**src/rtl/mult_pkg.sv**
```systemverilog
// ----------------------------------------------------------------------------
// mult_pkg
// Shared definitions for the sequential signed/unsigned multiplier.
//   state_t   : control FSM states
//   cnt_width : bit counter width able to hold 0..width
// ----------------------------------------------------------------------------
package mult_pkg;

    typedef enum logic [1:0] {
        IDLE = 2'd0,
        CALC = 2'd1,
        FIX  = 2'd2,
        DONE = 2'd3
    } state_t;

    function automatic int cnt_width(input int width);
        return $clog2(width + 1);
    endfunction

endpackage

```
**src/rtl/twos_abs.sv**
```systemverilog
// ----------------------------------------------------------------------------
// twos_abs
// Combinational conditional two's-complement negate: o_val = i_neg ? -i_val : i_val
// (modulo 2^W). Used for operand magnitudes and for the final sign fix.
// Ports:
//   i_val  [W-1:0]  value to conditionally negate
//   i_neg           1 = negate
//   o_val  [W-1:0]  result
// ----------------------------------------------------------------------------
module twos_abs #(
    parameter int W = 32
) (
    input  logic [W-1:0] i_val,
    input  logic         i_neg,
    output logic [W-1:0] o_val
);

    assign o_val = i_neg ? (~i_val + W'(1)) : i_val;

endmodule

```
**src/rtl/seq_signed_mult.sv**
```systemverilog
// ----------------------------------------------------------------------------
// seq_signed_mult
// Multi-cycle shift-and-add multiplier, one partial product per clock.
// Each operand is independently signed or unsigned; the result is the exact
// 2*WIDTH-bit product. Magnitudes are multiplied unsigned and the sign is
// applied in a single FIX cycle.
// Ports:
//   clk, rst           rising-edge clock, synchronous active-high reset
//   start              request, accepted in IDLE or DONE
//   x, y               multiplicand / multiplier (sampled with start)
//   x_signed, y_signed 1 = operand is two's complement
//   busy               high in CALC and FIX
//   done               one-cycle pulse, prod valid
//   prod  [2*WIDTH-1:0] product, held until the next FIX
// ----------------------------------------------------------------------------
module seq_signed_mult
    import mult_pkg::*;
#(
    parameter int WIDTH = 32
) (
    input  logic                 clk,
    input  logic                 rst,
    input  logic                 start,
    input  logic [WIDTH-1:0]     x,
    input  logic [WIDTH-1:0]     y,
    input  logic                 x_signed,
    input  logic                 y_signed,
    output logic                 busy,
    output logic                 done,
    output logic [2*WIDTH-1:0]   prod
);

    localparam int CW = cnt_width(WIDTH);
    localparam int W2 = 2 * WIDTH;

    state_t             r_state;
    state_t             w_next;
    logic [W2:0]        r_acc;      // {upper partial sum (WIDTH+1), multiplier (WIDTH)}
    logic [WIDTH-1:0]   r_mcand;
    logic [CW-1:0]      r_cnt;
    logic               r_neg;
    logic               r_busy;
    logic               r_done;
    logic [W2-1:0]      r_prod;

    logic               w_x_neg;
    logic               w_y_neg;
    logic [WIDTH-1:0]   w_mag_x;
    logic [WIDTH-1:0]   w_mag_y;
    logic [W2-1:0]      w_fixed;
    logic [WIDTH:0]     w_upper;
    logic               w_accept;
    logic               w_last;

    assign w_x_neg = x_signed & x[WIDTH-1];
    assign w_y_neg = y_signed & y[WIDTH-1];

    twos_abs #(.W(WIDTH)) u_abs_x (.i_val(x), .i_neg(w_x_neg), .o_val(w_mag_x));
    twos_abs #(.W(WIDTH)) u_abs_y (.i_val(y), .i_neg(w_y_neg), .o_val(w_mag_y));
    twos_abs #(.W(W2))    u_fix   (.i_val(r_acc[W2-1:0]), .i_neg(r_neg), .o_val(w_fixed));

    assign w_accept = start && ((r_state == IDLE) || (r_state == DONE));
    assign w_last   = (r_cnt == CW'(WIDTH - 1));

    // Upper half before the add is always < 2^WIDTH (top bit was shifted in
    // as 0), so the WIDTH+1-bit sum cannot overflow.
    assign w_upper = r_acc[W2:WIDTH] + (r_acc[0] ? {1'b0, r_mcand} : '0);

    // NOTE: combinational next-state assigns a default first so every path
    // drives w_next and no latch is inferred.
    always_comb begin
        w_next = r_state;
        case (r_state)
            IDLE:    if (start) w_next = CALC;
            CALC:    if (w_last) w_next = FIX;
            FIX:     w_next = DONE;
            DONE:    w_next = start ? CALC : IDLE;
            default: w_next = IDLE;
        endcase
    end

    // NOTE: sequential state uses non-blocking assignments so every register
    // samples pre-edge values regardless of statement order.
    always_ff @(posedge clk) begin
        if (rst) r_state <= IDLE;
        else     r_state <= w_next;
    end

    always_ff @(posedge clk) begin
        if (rst) begin
            r_acc   <= '0;
            r_mcand <= '0;
            r_cnt   <= '0;
            r_neg   <= 1'b0;
            r_busy  <= 1'b0;
            r_done  <= 1'b0;
            r_prod  <= '0;
        end else begin
            // busy/done are registered from the next state so they line up
            // with r_state without a decode after the flops.
            r_busy <= (w_next == CALC) || (w_next == FIX);
            r_done <= (w_next == DONE);
            if (w_accept) begin
                r_mcand <= w_mag_x;
                r_acc   <= {{(WIDTH + 1){1'b0}}, w_mag_y};
                r_cnt   <= '0;
                r_neg   <= w_x_neg ^ w_y_neg;
            end else if (r_state == CALC) begin
                r_acc <= {1'b0, w_upper, r_acc[WIDTH-1:1]};
                r_cnt <= r_cnt + CW'(1);
            end else if (r_state == FIX) begin
                r_prod <= w_fixed;
            end
        end
    end

    assign busy = r_busy;
    assign done = r_done;
    assign prod = r_prod;

endmodule

```
**config.mk**
```make
export PLATFORM = sky130hd
export DESIGN_NAME = seq_signed_mult
export DESIGN_NICKNAME = d
export VERILOG_FILES = /design/src/rtl/mult_pkg.sv /design/src/rtl/twos_abs.sv /design/src/rtl/seq_signed_mult.sv
export SDC_FILE = /design/constraint.sdc
export NUM_CORES = 1
export LEC_CHECK = 0
export ABC_AREA = 1
export CAP_MARGIN = 20
export CORE_AREA = 3 3 161 242
export DETAILED_ROUTE_END_ITERATION = 7
export DIE_AREA = 0 0 164 245
export PLACE_DENSITY = 0.53
export SLEW_MARGIN = 25
export SYNTH_ARGS = -nofsm -noshare
export SYNTH_HDL_FRONTEND = slang
export SYNTH_SLANG_ARGS = --single-unit
export TNS_END_PERCENT = 30
```
**constraint.sdc**
```tcl
create_clock -name clk -period 4.2 [get_ports clk]
set_clock_uncertainty 0.1 [all_clocks]
set_input_delay 0.42 -clock clk [delete_from_list [all_inputs] [get_ports clk]]
set_output_delay 0.42 -clock clk [all_outputs]
set_load 0.01 [all_outputs]
```
==> impl_results.md, run 1 <==
* Port Buffers at 134
* Wire per inst at 17.4 um
* Top cell type's share of synthesized area at 0.265
* Setup violators final at 0
* Post-CTS sizing at 0
* Least-Margin Pin Slew at 0.997 ns
* Startpoint types: register
* Max Clk Rate at 333 MHz
* Pin count of the biggest net entering global routing at 103
* Global-route wire length before repair at 74300 um
* Worst stage delay on the critical path at 0.86 ns
* Fin crit share at 0.714
* Worst Path Max Fanout at 22
* Grt ovf at 0
* Detailed-route wire length at 47900 um
* Detail Placement HPWL at 38700 um
* Final min period at 3.00 ns
* Area of the die at 40200 um2
* Buffer depth of the longest clock path at 2
* Required time worst endpoint at 4.45 ns
* Combinational Power Share at 0.554
* RD Place Congestion at 0.948
* CTS tree: done
* Drt first pass iters at 5
* CP Cell Sequence: buf_4, nand2_1, inv_1, ha_1, nand2_1, nor2_1, inv_1, o21ai_0, a21oi_1, nand3_1, nand2_1, nor2_1, nor2_1
* Critical path's slowest cell: dfxtp_1
* Crit Path Category: register to register
* Ys Warns at 0
* MaxCap Viol Count at 0
* Net switching power at 4.79 mW
* Initial antenna violation count at 0
* Max-slew violations at 0
* Pwr dens at 625 nW/um2
* CTS Hold Bufs at 0
* Antenna cells at 0
* Unique masters post-synth at 46
* Most frequent cells in the layout: nand2_1 (644), inv_1 (310), nor2_1 (216), nand3_1 (176), dfxtp_1 (170)
* Nets at 2371
* Gr usage total at 0.240
* Sequential area share after synthesis at 0.265
* Worst setup EP type: register
* Synth top area cells: dfxtp_1 (27%), nand2_1 (19%), inv_1 (9.1%), nand3_1 (6.8%), nor2_1 (6.3%)
* IO Count at 135
* Gate count after technology mapping at 2167
* Vias at 13900
* Slew HR at 0.335
* CORE AREA at 36900 um2
* Clock buffer count from CTS at 17
* CP arrival at 3.25 ns
* Leakage at 7.41 nW
* Layout cells sized above 1 at 0.0445
* Setup repair bufs after CTS at 0
* Pint at 4.70 mW
* Sw frac at 0.505
* Worst VDD drop at 0.393 mV
* Root Buffer: clkbuf_16
* RSZ-0062 raised after global routing: no
* Initial Utilization at 0.350
* Mapped Area at 12900 um2
* Final Util at 0.411
* Vias in the first global route at 13700
* Clk_lat worst skew at 0.45 ns
* Outcome: complete, no violations
* Die width at 164 um
* FP Rows at 86
* Initial detailed-routing violation count at 888
* Vias per cell at 5.04
* Clk slew on worst S/H paths at 0.07 ns
* Hold Crit Class: register to register
* Number of remaining DRC errors at 0
* FF+latch count, synth at 171
* CTS H-tree lvls at 4
* Final hold violation count at 0
* Synthesized area per cell at 5.96 um2
* Die H at 245 um
* Syn_nets at 2278
* Setup total negative slack at 0 ns
* Sink Count at 171
* Clock Power Share at 0.157
* DRT antenna net count at 0
* Area leader, netlist: dfxtp_1
* Seq pwr share at 0.289
* Commonest non-fill, non-tap cell in the layout: nand2_1
* Layout area overhead at 17.6%
per-stage QoR:
step	power (mW)	hold WS [ns]	std cells	setup WS, ns	cell area (um2)
CTS	9.52	0.359	2756	1.23	15200
floorplan	6.14	0.326	2167	1.91	12900
global placement	7.99	0.338	2725	1.25	14700
detailed placement	8.01	0.345	2725	1.23	14700
finish	9.49	0.357	2756	1.20	15200
global route	10.3	0.373	2756	0.988	15200
final timing paths:
check | endpoint | cells after the start | slack [ns] | startpoint
max | r_acc[59]$_SDFFE_PP0P_ | 13 | 1.20 | r_acc[0]$_SDFFE_PP0P_
min reg2reg | r_mcand[24]$_SDFFE_PP0P_ | 2 | 0.36 | r_mcand[24]$_SDFFE_PP0P_
min | r_mcand[24]$_SDFFE_PP0P_ | 2 | 0.36 | r_mcand[24]$_SDFFE_PP0P_
max reg2reg | r_acc[59]$_SDFFE_PP0P_ | 13 | 1.20 | r_acc[0]$_SDFFE_PP0P_
power by group through the flow:
stage	clock [mW]	combinational [mW]	sequential, mW
2_1_floorplan	0	3.56	2.58
3_5_place_dp	0	5.25	2.76
5_1_grt	1.58	5.90	2.79
4_1_cts	1.52	5.27	2.73
3_3_place_gp	0	5.23	2.77
6_report	1.49	5.26	2.74
state kept, by name (all words and copies together) (netlist names):
| name | flops |
|---|---|
| prod | 64 |
| r_acc | 64 |
| r_mcand | 32 |
| r_cnt | 6 |
| r_state | 2 |
| busy | 1 |
| done | 1 |
| r_neg | 1 |
kinds of logic (layout without fill, tap and decap cells):
kind of cell | Yosys count | in the layout | synth area share
AO/OA/AOI/OAI | 355 | 355 | 0.154
XOR/XNOR | 70 | 70 | 0.0475
adder cells (fa/ha/maj) | 42 | 42 | 0.0413
buffers and inverters | 392 | 497 | 0.117
flip-flops | 171 | 171 | 0.265
AND/OR/NAND/NOR | 1137 | 1137 | 0.375
critical path: cells and delay by family, from the launching register on:
| kind | cells | cell delay (ns) |
|---|---|---|
| flops | 1 | 0.86 |
| simple gates | 7 | 0.72 |
| compound gates | 2 | 0.60 |
| buf+inv | 3 | 0.41 |
| fa+ha+maj | 1 | 0.21 |
cell usage after synthesis (all sizes together):
master	number
a21o	2
a21oi	131
a31oi	3
a32o	1
and2	5
and3	1
buf	29
clkbuf	44
clkinv	1
dfxtp	171
fa	1
ha	41
inv	318
nand2	652
nand3	187
nand3b	6
nand4	29
nor2	236
nor3	17
nor4	1
o211ai	5
o21a	28
o21ai	164
o21bai	14
o221ai	3
o22ai	2
o31ai	2
or2	3
xnor2	7
xor2	63
per-layer routing:
| metal | GRT usage | part of all wire |
|---|---|---|
| met1 | 0.239 | 0.36 |
| met2 | 0.484 | 0.56 |
| met3 | 0.0233 | 0.029 |
| met4 | 0.112 | 0.048 |
| met5 | 0 | 0 |
final cells by class:
cell class,instances,area [um2]
inverter,319,1200
sequential,171,3420
clock inverter,12,92.6
tap,484,606
timing repair buffer,147,1450
clock buffer,19,433
multi-input combinational,1604,7980
fill,4063,21700
No activity file was read; power rests on OpenSTA's default activity.
==> run 2, diff against run 1 <==
Clock period 4.2 ns to 3.05 ns, I/O delays scaled along.
==> run 2 against run 1 <==
  * Via count shrank 1.2%
  * Critical path type unchanged
  * Flip-flop and latch count is the same
  * Sequential share of layout area shrank 0.19 points
  * Cell area grew 0.86%
  * Largest cell class unchanged
  * Register-to-register slack lost 0.70 ns
  * Maximum frequency grew 18%
==> impl_results.md, run 2 (synthesized netlist as in run 1, its figures left out) <==
* Pre-CTS WS at 0.500 ns (-0.734 ns)
* Number of remaining DRC errors at 0 (unchanged)
* Clock buffer count from CTS at 17 (unchanged)
* Vias in the first global route at 13600 (-0.31%)
* Initial detailed-routing violation count at 797 (-10%)
* Layout cells sized above 1 at 0.0474 (+0.00293)
* Max-slew violations at 0 (unchanged)
* Slew HR at 0.535 (+0.200)
* Fin crit share at 0.836 (+0.121)
* Most frequent cells in the layout: nand2_1 (644), inv_1 (310), nor2_1 (216), nand3_1 (176), dfxtp_1 (170)
* RD Place Congestion at 0.943 (-0.44%)
* Sink Count at 171 (unchanged)
* Worst setup EP type: register
* Max Clk Rate at 392 MHz (+18%)
* Required time worst endpoint at 3.31 ns (-1.14 ns)
* Vias per cell at 4.97 (-1.5%)
* Final min period at 2.55 ns (-0.451 ns)
* CTS tree: done
* Hold slack at 0.353 ns (-0.00445 ns)
* Detail Placement HPWL at 38200 um (-1.3%)
* Clk_lat worst skew at 0.46 ns (about the same)
* Buffer depth of the longest clock path at 2 (unchanged)
* Hold Crit Class: register to register
* Area of the die at 40200 um2 (unchanged)
* Outcome: complete, no violations
* Worst VDD drop at 0.436 mV (+11%)
* IO Count at 135 (unchanged)
* Post-CTS sizing at 0 (unchanged)
* Setup repair bufs after CTS at 0 (unchanged)
* RSZ-0062 raised after global routing: no
* Least-Margin Pin Slew at 0.692 ns (-0.305 ns)
* Root Buffer: clkbuf_16
* CORE AREA at 36900 um2 (unchanged)
* PnR worst setup slack at 0.500 ns (-0.699 ns)
* Final hold violation count at 0 (unchanged)
* Die width at 164 um (unchanged)
* Gr usage total at 0.238 (-0.00140)
* Clk slew on worst S/H paths at 0.07 ns (about the same)
* Port Buffers at 134 (unchanged)
* Fin cells at 2763 (+0.25%)
* Fillers at 4062 (-0.025%)
* Nets at 2380 (+0.38%)
* Leakage at 7.49 nW (+1.0%)
* Startpoint types: register
* CP arrival at 2.81 ns (-0.44 ns)
* CP most frequent cell: nand2_1
* Pwr dens at 866 nW/um2 (+39%)
* CP Cell Sequence: buf_4, nand2_1, inv_1, ha_1, fa_1, nand3_1, nand2_1, nand2_1, nand2_1, nand2_1, nand2_1, nand2_1, nand3_1, nand2_1, nand3_1, nand2_1, inv_1
* Grt ovf at 0 (unchanged)
* Placed Cells at 2734 (+0.33%)
* FP Rows at 86 (unchanged)
* Pin count of the biggest net entering global routing at 117 (+14%)
* Critical path's slowest cell: fa_1
* Worst stage delay on the critical path at 0.41 ns (-0.45 ns)
* DRT antenna net count at 0 (unchanged)
* Vias at 13700 (-1.2%)
* Layout area overhead at 18.6%
* Initial Utilization at 0.350 (unchanged)
* Crit Path Category: register to register
* Drt first pass iters at 7 (+2)
* Multi-input logic area at 7980 um2 (unchanged)
* Global-route wire length before repair at 74000 um (-0.39%)
* CTS Hold Bufs at 0 (unchanged)
* Die H at 245 um (unchanged)
* MaxCap Viol Count at 0 (unchanged)
* Setup total negative slack at 0 ns (unchanged)
* Wire per inst at 17.1 um (-1.4%)
* CTS H-tree lvls at 4 (unchanged)
* Setup violators final at 0 (unchanged)
* Register Area at 3420 um2 (unchanged)
* Initial antenna violation count at 0 (unchanged)
* Detailed-route wire length at 47300 um (-1.2%)
* Commonest non-fill, non-tap cell in the layout: nand2_1
* Antenna cells at 0 (unchanged)
* Worst Path Max Fanout at 26 (+18%)
==> run 2: report_power, final <==
part	internal (mW)	switching (mW)	total (mW)
Sequential	2.96	0.761	3.72
Combinational	2.52	4.87	7.40
Clock	1.19	0.954	2.14
Total	6.67	6.59	13.3
==> run 2: per-stage QoR <==
stage,total power [mW],utilization,cell area [um2]
6_report,13.3,0.415,15300
5_1_grt,14.4,0.415,15300
4_1_cts,13.3,0.415,15300
3_5_place_dp,11.2,0.400,14800
3_3_place_gp,11.1,0.400,14800
2_1_floorplan,8.46,-,12900
==> run 2: final cells by class <==
| class | count | area share |
|---|---|---|
| inverter | 319 | 0.0783 |
| clock inverter | 11 | 0.00817 |
| timing repair buffer | 156 | 0.102 |
| multi-input combinational | 1604 | 0.521 |
| tap | 484 | 0.0395 |
| clock buffer | 18 | 0.0280 |
| sequential | 171 | 0.224 |
==> run 2: final timing paths <==
path,slack [ns],start,endpoint,depth (start not counted)
worst min-delay path,0.35,r_mcand[24]$_SDFFE_PP0P_,r_mcand[24]$_SDFFE_PP0P_,2
worst min register to register,0.35,r_mcand[24]$_SDFFE_PP0P_,r_mcand[24]$_SDFFE_PP0P_,2
worst max register to register,0.50,r_acc[0]$_SDFFE_PP0P_,r_acc[57]$_SDFFE_PP0P_,17
worst max-delay path,0.50,r_acc[0]$_SDFFE_PP0P_,r_acc[57]$_SDFFE_PP0P_,17
==> run 2: worst max-delay path: cells and delay by family, from the launching register on <==
family,cells,cell delay [ns]
and+or+nand+nor,12,1.15
adders and majority gates,2,0.61
buffers and inverters,3,0.30
DFF,1,0.30
==> run 2: per-layer routing <==
metal  GRT usage  part of all wire  vias to the layer above
li1            -                 -                     7065
met1       0.242              0.37                     6274
met2       0.463              0.54                      279
met3      0.0287             0.027                      107
met4       0.128             0.056                        0
met5           0                 0                        -
==> run 3, diff against run 2 <==
Clock period 3.05 ns to 2.6 ns, I/O delays scaled along.
==> run 3 against run 2 <==
  * Count of clock-buffer cells in the layout is 1 higher
  * Cell area is 1.5% higher
  * Wire length is 0.79% higher
  * Maximum frequency is 3.4% higher
  * Via count is 0.66% higher
  * Clock power is 28% higher
  * First-iteration DRC count is 3.1% lower
  * Critical path depth is 4 lower
  * Final cell count is 0.54% higher
  * Global-route usage is 0.21 points higher
  * Flip-flop and latch count stayed put
==> impl_results.md, run 3 (synthesized netlist as in run 1, its figures left out) <==
* Wire per inst at 17.2 um (+0.25%)
* Die H at 245 um (unchanged)
* Clock buffer count from CTS at 17 (unchanged)
* Vias in the first global route at 13900 (+1.9%)
* FP Rows at 86 (unchanged)
* MaxCap Viol Count at 0 (unchanged)
* Setup violators final at 0 (unchanged)
* Layout cells sized above 1 at 0.0554 (+0.00797)
* Pin count of the biggest net entering global routing at 69 (-41%)
* Antenna cells at 0 (unchanged)
* Least-Margin Pin Slew at 0.721 ns (+0.0284 ns)
* Grt ovf at 0 (unchanged)
* Worst setup EP type: register
* Crit Path Category: register to register
* Number of remaining DRC errors at 0 (unchanged)
* CP Cell Sequence: clkbuf_16, nand2_1, inv_1, ha_1, nand2_1, o21bai_1, inv_1, nand3_1, nand2_1, nand3_1, nand2_1, nor2_1, nor2_1
* Initial detailed-routing violation count at 772 (-3.1%)
* Worst hold start: x[31]
* Vias at 13800 (+0.66%)
* Fin crit share at 0.949 (+0.113)
* Initial antenna violation count at 0 (unchanged)
* Worst R2R Path Depth at 13 (-4)
* CP arrival at 2.71 ns (-0.10 ns)
* Hold slack at 0.341 ns (-0.0115 ns)
* Required time worst endpoint at 2.85 ns (-0.46 ns)
* Nets at 2394 (+0.59%)
* Final min period at 2.47 ns (-0.0830 ns)
* Worst stage delay on the critical path at 0.38 ns (-0.03 ns)
* CTS Hold Bufs at 0 (unchanged)
* Global-route wire length before repair at 74900 um (+1.1%)
* Pre-CTS WS at 0.135 ns (-0.365 ns)
* Setup total negative slack at 0 ns (unchanged)
* RR Endpoint: r_acc[59]$_SDFFE_PP0P_
* Worst VDD drop at 0.413 mV (-5.1%)
* CTS H-tree lvls at 4 (unchanged)
* Design area at 15500 um2 (+1.5%)
* Commonest non-fill, non-tap cell in the layout: nand2_1
* Final Util at 0.421 (+0.00624)
* Fin cells at 2778 (+0.54%)
* Internal reg-to-reg setup slack at 0.13 ns (-0.37 ns)
* RD Place Congestion at 0.941 (-0.26%)
* Port Buffers at 134 (unchanged)
* Layout area overhead at 20.4%
* Max Clk Rate at 405 MHz (+3.4%)
* Sink Count at 171 (unchanged)
* Pwr dens at 1020 nW/um2 (+18%)
* Outcome: complete, no violations
* Root Buffer: clkbuf_16
* Die width at 164 um (unchanged)
* Initial Utilization at 0.350 (unchanged)
* DRT antenna net count at 0 (unchanged)
* Vias per cell at 4.97 (+0.11%)
* Max-slew violations at 0 (unchanged)
* Worst Hold End: r_mcand[31]$_SDFFE_PP0P_
* Hold Crit Class: input pin to register
* Reg-to-Reg Start: r_acc[0]$_SDFFE_PP0P_
* Fillers at 4020 (-1.0%)
* Leakage at 7.60 nW (+1.5%)
* Detailed-route wire length at 47700 um (+0.79%)
* Clk slew on worst S/H paths at 0.07 ns (about the same)
* Final hold violation count at 0 (unchanged)
* Most frequent cells in the layout: nand2_1 (643), inv_1 (310), nor2_1 (215), nand3_1 (176), dfxtp_1 (169)
* Drt first pass iters at 7 (unchanged)
* Area of the die at 40200 um2 (unchanged)
* CP most frequent cell: nand2_1
* Pwr Total at 15.9 mW (+20%)
* Slew HR at 0.515 (-0.0201)
* PnR worst setup slack at 0.133 ns (-0.367 ns)
* Gr usage total at 0.240 (+0.00206)
* CORE AREA at 36900 um2 (unchanged)
* Critical path's slowest cell: dfxtp_2
* Placed standard-cell area at 14900 um2 (+0.92%)
* Startpoint types: register
* Placed Cells at 2747 (+0.48%)
* Buffer depth of the longest clock path at 2 (unchanged)
* CTS tree: done
* IO Count at 135 (unchanged)
* Worst Hold Depth at 3 (+1)
* Worst Path Max Fanout at 15 (-42%)
* Detail Placement HPWL at 38700 um (+1.4%)
* Clk_lat worst skew at 0.46 ns (about the same)
run 3: cell types whose count changed in the layout (fill, tap and decap cells not counted), sizes merged:
cell    previous run  this run
buf               22        35
bufinv             2         4
clkbuf            18        20
clkinv             8         7
inv              318       317
run 3: routing by layer:
metal	routed length (um)	track usage	up-vias
met2	25800	0.463	299
met1	18000	0.248	6304
met3	1230	0.0279	110
li1	-	-	7102
met4	2610	0.129	0
met5	0	0	-
run 3: what timing repair did:
action                     in CTS  in global routing
resized for setup               0                  5
setup endpoints to repair       0                 10
buffers inserted                0                  0
run 3: final cells by class:
type | count | area [um2] | area share
sequential | 171 | 3430 | 0.220
multi-input combinational | 1604 | 7990 | 0.514
inverter | 319 | 1200 | 0.0771
tap | 484 | 606 | 0.0390
timing repair buffer | 170 | 1720 | 0.110
clock inverter | 11 | 171 | 0.0110
clock buffer | 19 | 443 | 0.0285
run 3: critical path, delay by kind of cell (launching register included):
kind	cells	cell delay, ns
and+or+nand+nor	8	0.84
buffers and inverters	3	0.32
AOI/OAI and AO/OA	1	0.35
adders and majority gates	1	0.34
DFF	1	0.38
run 3: worst max-delay path by stage:
stage | startpoint | end | slack, ns | cells past startpoint
2_1_floorplan | r_acc[0]$_SDFFE_PP0P_ | r_acc[45]$_SDFFE_PP0P_ | 0.31 | 15
3_3_place_gp | r_acc[0]$_SDFFE_PP0P_ | r_acc[61]$_SDFFE_PP0P_ | 0.12 | 14
3_5_place_dp | r_acc[0]$_SDFFE_PP0P_ | r_acc[57]$_SDFFE_PP0P_ | 0.14 | 13
4_1_cts | r_acc[0]$_SDFFE_PP0P_ | r_acc[57]$_SDFFE_PP0P_ | 0.11 | 13
5_1_grt | r_acc[0]$_SDFFE_PP0P_ | r_acc[62]$_SDFFE_PP0P_ | -0.004 | 16
6_report | r_acc[0]$_SDFFE_PP0P_ | r_acc[59]$_SDFFE_PP0P_ | 0.13 | 13
run 3: where the power goes:
part / total, mW / internal, mW / switching [mW] / leakage [nW]
Sequential: 4.41 / 3.47 / 0.938 / 1.40
Combinational: 8.78 / 3.05 / 5.72 / 5.91
Clock: 2.74 / 1.62 / 1.12 / 0.295
